[src/rtl/add_pkg.sv]
// Shared defaults and elaboration helpers for the pipelined add/subtract unit.
package add_pkg;

    localparam int DEFAULT_WIDTH = 16;
    localparam int DEFAULT_CHUNK = 4;

    // Returns 0 when the geometry is illegal so the instantiating module can stop elaboration.
    function automatic int chunk_count(input int width, input int chunk);
        if (chunk < 1 || chunk > width || (width % chunk) != 0) begin
            return 0;
        end
        return width / chunk;
    endfunction

endpackage

[src/rtl/add_pipe_chunk.sv]
// Combinational CHUNK-bit carry-lookahead slice: every carry is a flat
// generate/propagate sum of products rather than a ripple chain.
module add_chunk #(
    parameter int CHUNK = 4
) (
    input  logic [CHUNK-1:0] a,
    input  logic [CHUNK-1:0] b,
    input  logic             ci,
    output logic [CHUNK-1:0] s,
    output logic             co,
    output logic             c_msb
);

    logic [CHUNK-1:0] g;
    logic [CHUNK-1:0] p;
    logic [CHUNK:0]   c;
    logic             acc;
    logic             pr;

    assign g = a & b;
    assign p = a ^ b;

    always_comb begin
        c    = '0;
        acc  = 1'b0;
        pr   = 1'b1;
        c[0] = ci;
        for (int i = 0; i < CHUNK; i++) begin
            acc = 1'b0;
            pr  = 1'b1;
            for (int j = i; j >= 0; j--) begin
                acc = acc | (g[j] & pr);
                pr  = pr & p[j];
            end
            c[i+1] = acc | (ci & pr);
        end
    end

    assign s     = p ^ c[CHUNK-1:0];
    assign co    = c[CHUNK];
    assign c_msb = c[CHUNK-1];

endmodule

[src/rtl/add_pipe.sv]
// Pipelined add/subtract unit: one CHUNK-bit slice resolved per stage, carries
// handed to the next stage through registers, valid/ready with a global stall.
module add_pipe
    import add_pkg::*;
#(
    parameter int WIDTH = DEFAULT_WIDTH,
    parameter int CHUNK = DEFAULT_CHUNK
) (
    input  logic             clk,
    input  logic             rst_n,
    input  logic             in_valid,
    output logic             in_ready,
    input  logic [WIDTH-1:0] A,
    input  logic [WIDTH-1:0] B,
    input  logic             cin,
    input  logic             sub,
    output logic             out_valid,
    input  logic             out_ready,
    output logic [WIDTH-1:0] Y,
    output logic             cout,
    output logic             ovf
);

    localparam int NCHK   = chunk_count(WIDTH, CHUNK);
    localparam int NSTAGE = (NCHK > 0) ? NCHK : 1;

    if (NCHK == 0) begin : g_param_err
        $error("add_pipe: WIDTH must be a multiple of CHUNK and 1 <= CHUNK <= WIDTH");
    end

    logic             vld_q [NSTAGE];
    logic             cy_q  [NSTAGE];
    logic [WIDTH-1:0] res_q [NSTAGE];
    logic [WIDTH-1:0] a_q   [NSTAGE];
    logic [WIDTH-1:0] b_q   [NSTAGE];
    logic             ovf_q;

    logic             vld_d [NSTAGE];
    logic             cy_d  [NSTAGE];
    logic [WIDTH-1:0] res_d [NSTAGE];
    logic [WIDTH-1:0] a_d   [NSTAGE];
    logic [WIDTH-1:0] b_d   [NSTAGE];
    logic             ovf_d;

    logic [WIDTH-1:0] a_src   [NSTAGE];
    logic [WIDTH-1:0] b_src   [NSTAGE];
    logic [WIDTH-1:0] res_src [NSTAGE];
    logic             ci_src  [NSTAGE];
    logic             vld_src [NSTAGE];

    logic [CHUNK-1:0] s_w    [NSTAGE];
    logic             co_w   [NSTAGE];
    logic             cmsb_w [NSTAGE];

    logic [WIDTH-1:0] b_eff;
    logic             advance;

    assign b_eff   = sub ? ~B : B;
    assign advance = ~vld_q[NSTAGE-1] | out_ready;

    // Operand copies shift down by CHUNK each stage so the active slice is always bits [CHUNK-1:0].
    always_comb begin
        a_src[0]   = A;
        b_src[0]   = b_eff;
        ci_src[0]  = sub ^ cin;
        vld_src[0] = in_valid;
        res_src[0] = '0;
        for (int k = 1; k < NSTAGE; k++) begin
            a_src[k]   = a_q[k-1];
            b_src[k]   = b_q[k-1];
            ci_src[k]  = cy_q[k-1];
            vld_src[k] = vld_q[k-1];
            res_src[k] = res_q[k-1];
        end
    end

    for (genvar k = 0; k < NSTAGE; k++) begin : g_stage
        add_chunk #(.CHUNK(CHUNK)) u_chunk (
            .a     (a_src[k][CHUNK-1:0]),
            .b     (b_src[k][CHUNK-1:0]),
            .ci    (ci_src[k]),
            .s     (s_w[k]),
            .co    (co_w[k]),
            .c_msb (cmsb_w[k])
        );
    end

    always_comb begin
        for (int k = 0; k < NSTAGE; k++) begin
            vld_d[k] = vld_src[k];
            cy_d[k]  = co_w[k];
            a_d[k]   = a_src[k] >> CHUNK;
            b_d[k]   = b_src[k] >> CHUNK;
            res_d[k] = res_src[k] | (WIDTH'(s_w[k]) << (k * CHUNK));
        end
        ovf_d = cmsb_w[NSTAGE-1] ^ co_w[NSTAGE-1];
    end

    always_ff @(posedge clk) begin
        if (!rst_n) begin
            for (int k = 0; k < NSTAGE; k++) begin
                vld_q[k] <= 1'b0;
                cy_q[k]  <= 1'b0;
                res_q[k] <= '0;
                a_q[k]   <= '0;
                b_q[k]   <= '0;
            end
            ovf_q <= 1'b0;
        end else if (advance) begin
            for (int k = 0; k < NSTAGE; k++) begin
                vld_q[k] <= vld_d[k];
                cy_q[k]  <= cy_d[k];
                res_q[k] <= res_d[k];
                a_q[k]   <= a_d[k];
                b_q[k]   <= b_d[k];
            end
            ovf_q <= ovf_d;
        end
    end

    assign in_ready  = advance;
    assign out_valid = vld_q[NSTAGE-1];
    assign Y         = res_q[NSTAGE-1];
    assign cout      = cy_q[NSTAGE-1];
    assign ovf       = ovf_q;

endmodule

[config.mk]
export PLATFORM = sky130hd
export DESIGN_NAME = add_pipe
export DESIGN_NICKNAME = d
export VERILOG_FILES = /design/src/rtl/add_pkg.sv /design/src/rtl/add_pipe_chunk.sv /design/src/rtl/add_pipe.sv
export SDC_FILE = /design/constraint.sdc
export NUM_CORES = 1
export LEC_CHECK = 0
export ABC_AREA = 1
export BUFFER_PORTS_ARGS = -buffer_cell sky130_fd_sc_hd__buf_2
export CELL_PAD_IN_SITES_DETAIL_PLACEMENT = 1
export CELL_PAD_IN_SITES_GLOBAL_PLACEMENT = 1
export CORE_MARGIN = 10
export CORE_UTILIZATION = 45
export DETAILED_ROUTE_END_ITERATION = 8
export PLACE_DENSITY = 0.84
export SKIP_CTS_REPAIR_TIMING = 1
export SLEW_MARGIN = 5
export SYNTH_ARGS = -nofsm -noshare
export SYNTH_HDL_FRONTEND = slang
export SYNTH_SLANG_ARGS = --single-unit
[constraint.sdc]
create_clock -name clk -period 3.3 [get_ports clk]
set_input_delay 0.66 -clock clk [delete_from_list [all_inputs] [get_ports clk]]
set_output_delay 0.66 -clock clk [all_outputs]
set_load 0.02 [all_outputs]
Yosys cells after proc, flatten, opt, wreduce, memory -nomap -nowiden --
Memories as Yosys holds them, arrays and structs flattened. Cells that the tools add are included.
Storage, ports and cells: ROM bits 0, memory bits (writable) 168, memories 5, input port bits 38, register bits after elaboration 1, latch bits 0, logic and storage cells 175, output and inout port bits 20
Operators by class: reductions and logical operators 0, shift-type cells 0, $add $sub $neg 0, bitwise operators 144, order comparisons 0, $mul 0, divide/modulo/power cells 0, muxes and demuxes 25, equal/unequal tests 0
Memory list:
- res_q | words 4, width 16, rd ports 4, clocked after Yosys merged registers in 0, write ports 4, line add_pipe.sv:33 | logic [WIDTH-1:0] res_q [NSTAGE];
- a_q | words 4, width 12, rd ports 3, clocked after Yosys merged registers in 0, write ports 4, line add_pipe.sv:34 | logic [WIDTH-1:0] a_q [NSTAGE];
- b_q | words 4, width 12, rd ports 3, clocked after Yosys merged registers in 0, write ports 4, line add_pipe.sv:35 | logic [WIDTH-1:0] b_q [NSTAGE];
- cy_q | words 4, width 1, rd ports 4, clocked after Yosys merged registers in 0, write ports 4, line add_pipe.sv:32 | logic cy_q [NSTAGE];
- vld_q | words 4, width 1, rd ports 4, clocked after Yosys merged registers in 0, write ports 4, line add_pipe.sv:31 | logic vld_q [NSTAGE];
Operator list (count):
- $mux W12 | 8
- $mux W16 | 5
- $and A1 B1 Y1 | 64
- $or A1 B1 Y1 | 61
- $xor A4 B4 Y4 | 8
- $and A4 B4 Y4 | 4
- $not A16 Y16 | 1
- $or A16 B12 Y16 | 1
- $or A16 B16 Y16 | 1
- $or A16 B8 Y16 | 1
- $mux W1 | 12
- $xor A1 B1 Y1 | 2
- $not A1 Y1 | 1

Longest topological paths before layout --
depth after elaboration 9, mapped depth 10, depth with buffers taken out 9

Modules after synthesis --
Synthesis repeated with hierarchy kept, for this count alone.
Unflattened totals: cell total of the unflattened synthesis 445, area, all modules 4667.0 µm²
By module, submodules not included:
- add_pipe | sequential area each 2842.7 µm², cells an instance 325, instances 1, area each 3893.7 µm²
- add_chunk (g_stage[0].u_chunk ...) | sequential area each 0.0 µm², cells an instance 31, instances 3, area each 196.4 µm²
- add_chunk (g_stage[3].u_chunk) | sequential area each 0.0 µm², cells an instance 27, instances 1, area each 183.9 µm²

Least setup slack after synthesis --
Ideal clock, no wire load.
path kind input-to-reg, start point input port out_ready, end point memory a_q[0][0] (netlist name), enable pin, data required time 2853 ps, stages 4, library setup time 447 ps, setup slack 146 ps, arrival time 2707 ps, path buffers 0, cells stage by stage inv_1 nand2_2 nor2_2 inv_1
RTL lines:
- start: declaration | line add_pipe.sv:18 | input logic out_ready,
- end: declaration | line add_pipe.sv:34

==> flow_summary.json <==
{
  "cts_sinks": 97,
  "arrival_ps": 2190,
  "antenna_violations_before_repair": 0,
  "die_width_um": 119.3,
  "timing.clock.skew_ps": 7.620,
  "ys.warnings.count": 0,
  "commonest_cells_after_routing_fill_and_taps_aside": "sky130_fd_sc_hd__nor2_1 (98), sky130_fd_sc_hd__edfxtp_1 (90), sky130_fd_sc_hd__inv_1 (89)",
  "detailroute.via_count": 2755,
  "drive_gt1_share_pct": 17.12,
  "drc": 0,
  "cp_max_stage_delay_ps": 430,
  "setup.worst_path.class": "input port to flip-flop",
  "final_nets": 526,
  "stdcell_count": 606,
  "antenna-diode-count": 0,
  "totalNegativeSetupSlack_ps": 0,
  "synth.yosys.seq_area_share_pct": 64.05,
  "power_per_cell_area_nw_per_um2": 522.4,
  "yosys.area.top_type": "sky130_fd_sc_hd__edfxtp_1",
  "synth_largest_type_area_fraction_pct": 60.90,
  "syn2layout_area_growth_pct": 14.80,
  "final_antenna_net_count": 0,
  "gp_congestion": 0.7873,
  "syn_avg_cell_area_sq_um": 10.82,
  "layout_commonest_cell": "sky130_fd_sc_hd__nor2_1",
  "post-route-period-util_pct": 62.42,
  "syn-cell-area_sq_um": 4438,
  "vias_in_the_first_global_route": 3138,
  "drt_pass1_iterations": 4,
  "holdCritPathClass": "flip-flop to flip-flop",
  "main_area_contributors_after_synthesis": "sky130_fd_sc_hd__edfxtp_1 (61%), sky130_fd_sc_hd__nor2_1 (8.3%), sky130_fd_sc_hd__inv_1 (7.6%)",
  "outcome": "completed",
  "global_route.overflow_total": 0,
  "hold_viol": 0,
  "tritoncts_clock_tree": "yes",
  "layout.filler_cells": 1082,
  "synthesis.instances": 410,
  "crit_path_cell_trace": "buf_2 -> xor2_1 -> ha_1 -> and3_1 -> nand2_1 -> nand2_1 -> nand2_2 -> nand2_1 -> nor2_1",
  "clockRootBuffer": "sky130_fd_sc_hd__clkbuf_8",
  "design.die.area_sq_um": 14230,
  "globalRouteTotalUtil_pct": 12.51,
  "grt_setup_unrepaired": "false",
  "final_setup_violation_count": 0,
  "avgViaCountPerCell": 4.546,
  "max_freq_mhz": 485.4,
  "synth_cell_type_count": 24,
  "h_tree_level_count": 3,
  "clock_tree.buffer_depth": 2,
  "rows": 36,
  "ios": 58,
  "final_max_slew_viol_count": 0,
  "drc_marker_count_from_the_first_detailed_route_iteration": 133,
  "slew_headroom_pct": 63.85,
  "numCtsBuffers": 9,
  "avgRoutedWirePerCell_um": 14.14,
  "worst_ep_required_time_ps": 3430,
  "core_area_sq_um": 9684,
  "die_h_um": 119.3,
  "crit_path_max_fo": 17,
  "initial_utilization_pct": 45.83,
  "critical_path.startpoint_type": "input port",
  "post-route-min-period_ps": 2060,
  "p_leak_nw": 2.359,
  "cap_violations": 0,
  "global_route_wire_length_before_repair_um": 14430,
  "syn_nets": 468,
  "clock_slew_at_the_register_clock_pins_of_the_worst_setup_and_hold_paths_ps": 90,
  "rrSetupSlack_ps": 1570,
  "cpMaxStageDelayCell": "sky130_fd_sc_hd__buf_2",
  "ys_ff_latch": 97,
  "endpoint_kind": "flip-flop",
  "clock_latency_ps": 370,
  "ir_drop_v": 0.0002582,
  "port_buffers": 57,
  "dpl.hpwl_um": 6032,
  "critPathMostFrequentCell": "sky130_fd_sc_hd__nand2_1",
  "grt_start_max_net_pins": 74,
  "tightest_slew_ps": 541.6,
  "numPlacedInstances": 590,
  "final_routed_wirelength_across_all_metal_layers_um": 8571
}
==> layout make-up <==
type / instances / area, sq um / share of cell area (%)
clock buffers: 11 / 141.4 / 2.775
clock inverters: 5 / 102.6 / 2.014
inverters: 90 / 339.1 / 6.655
multi-input cells: 211 / 1177 / 23.11
flip-flops and latches: 97 / 2843 / 55.80
well taps: 133 / 166.4 / 3.266
repair buffers: 59 / 325.3 / 6.385
==> registers in the layout, summed over array words and instances, names as in the netlist <==
signal,flops
cy_q,4
vld_q,4
ovf,1
b_q,24
res_q,40
a_q,24
==> power breakdown <==
part           internal (mW)  leakage, nW  switching (mW)  total (mW)
combinational          0.107         1.11           0.167       0.274
clock                  0.523        0.120           0.403       0.926
sequential              1.43         1.13          0.0281        1.46
total                   2.06         2.36           0.598        2.66
==> synth_stat cells <==
master / instances
sky130_fd_sc_hd__buf_4: 7
sky130_fd_sc_hd__xor2_4: 1
sky130_fd_sc_hd__a21oi_1: 8
sky130_fd_sc_hd__inv_1: 90
sky130_fd_sc_hd__buf_6: 1
sky130_fd_sc_hd__and2_1: 1
sky130_fd_sc_hd__and3_1: 1
sky130_fd_sc_hd__buf_2: 3
sky130_fd_sc_hd__xor2_1: 6
sky130_fd_sc_hd__a21oi_2: 1
sky130_fd_sc_hd__nor2_1: 98
sky130_fd_sc_hd__dfxtp_1: 7
sky130_fd_sc_hd__edfxtp_1: 90
sky130_fd_sc_hd__o22ai_1: 2
sky130_fd_sc_hd__nand2_2: 2
sky130_fd_sc_hd__xnor2_1: 14
sky130_fd_sc_hd__o21ai_0: 2
sky130_fd_sc_hd__clkbuf_1: 1
sky130_fd_sc_hd__nor2_2: 1
sky130_fd_sc_hd__nand2_1: 41
sky130_fd_sc_hd__nand3_1: 12
sky130_fd_sc_hd__o21bai_1: 1
sky130_fd_sc_hd__fa_1: 4
sky130_fd_sc_hd__ha_1: 16
==> metal layers <==
metal | vias up | wire length [um] | share of wire (%) | global-route usage (%)
li1 | 1384 | - | - | -
met1 | 1310 | 3608 | 42 | 13.60
met2 | 52 | 4430 | 52 | 22.27
met3 | 9 | 401 | 4.7 | 3.779
met4 | 0 | 131 | 1.5 | 5.128
met5 | - | 0 | 0 | 0
==> metrics by stage <==
step           worst slack (ps)  hold WS [ps]  util (%)  power (mW)  instance area, sq um
2_1_floorplan             146.5         442.8         -       1.675                  4438
3_3_place_gp              972.3         462.1     50.09       1.739                  4851
3_5_place_dp              843.0         484.7     50.09       1.766                  4851
4_1_cts                    1237         499.4     52.61       2.682                  5095
5_1_grt                    1122         522.4     52.61       2.771                  5095
6_report                   1240         495.0     52.61       2.661                  5095
==> critical path: cells and delay by family <==
family	cells	cell delay (ps)
buffers and inverters	1	430
XOR/XNOR	1	140
AND/OR/NAND/NOR	6	550
adder cells (fa/ha/maj)	1	400
==> cell families (layout without fill, tap and decap cells) <==
family	after synthesis	count (layout)	synth area share [%]
simple gates	156	156	13.81
fa+ha+maj	20	20	6.315
buf+inv	102	165	9.472
flops	97	97	64.05
compound gates	14	14	1.776
xor+xnor	21	21	4.567
==> final timing paths <==
| kind | from | to | depth (start not counted) |
|---|---|---|---|
| worst min register to register | cy_q[1] | cy_q[1] | 2 |
| worst max register to register | vld_q[3] | vld_q[0] | 5 |
| worst max-delay path | sub | res_q[0][3] | 9 |
| worst min-delay path | cy_q[1] | cy_q[1] | 2 |
Power figures use the tool's default switching activity.
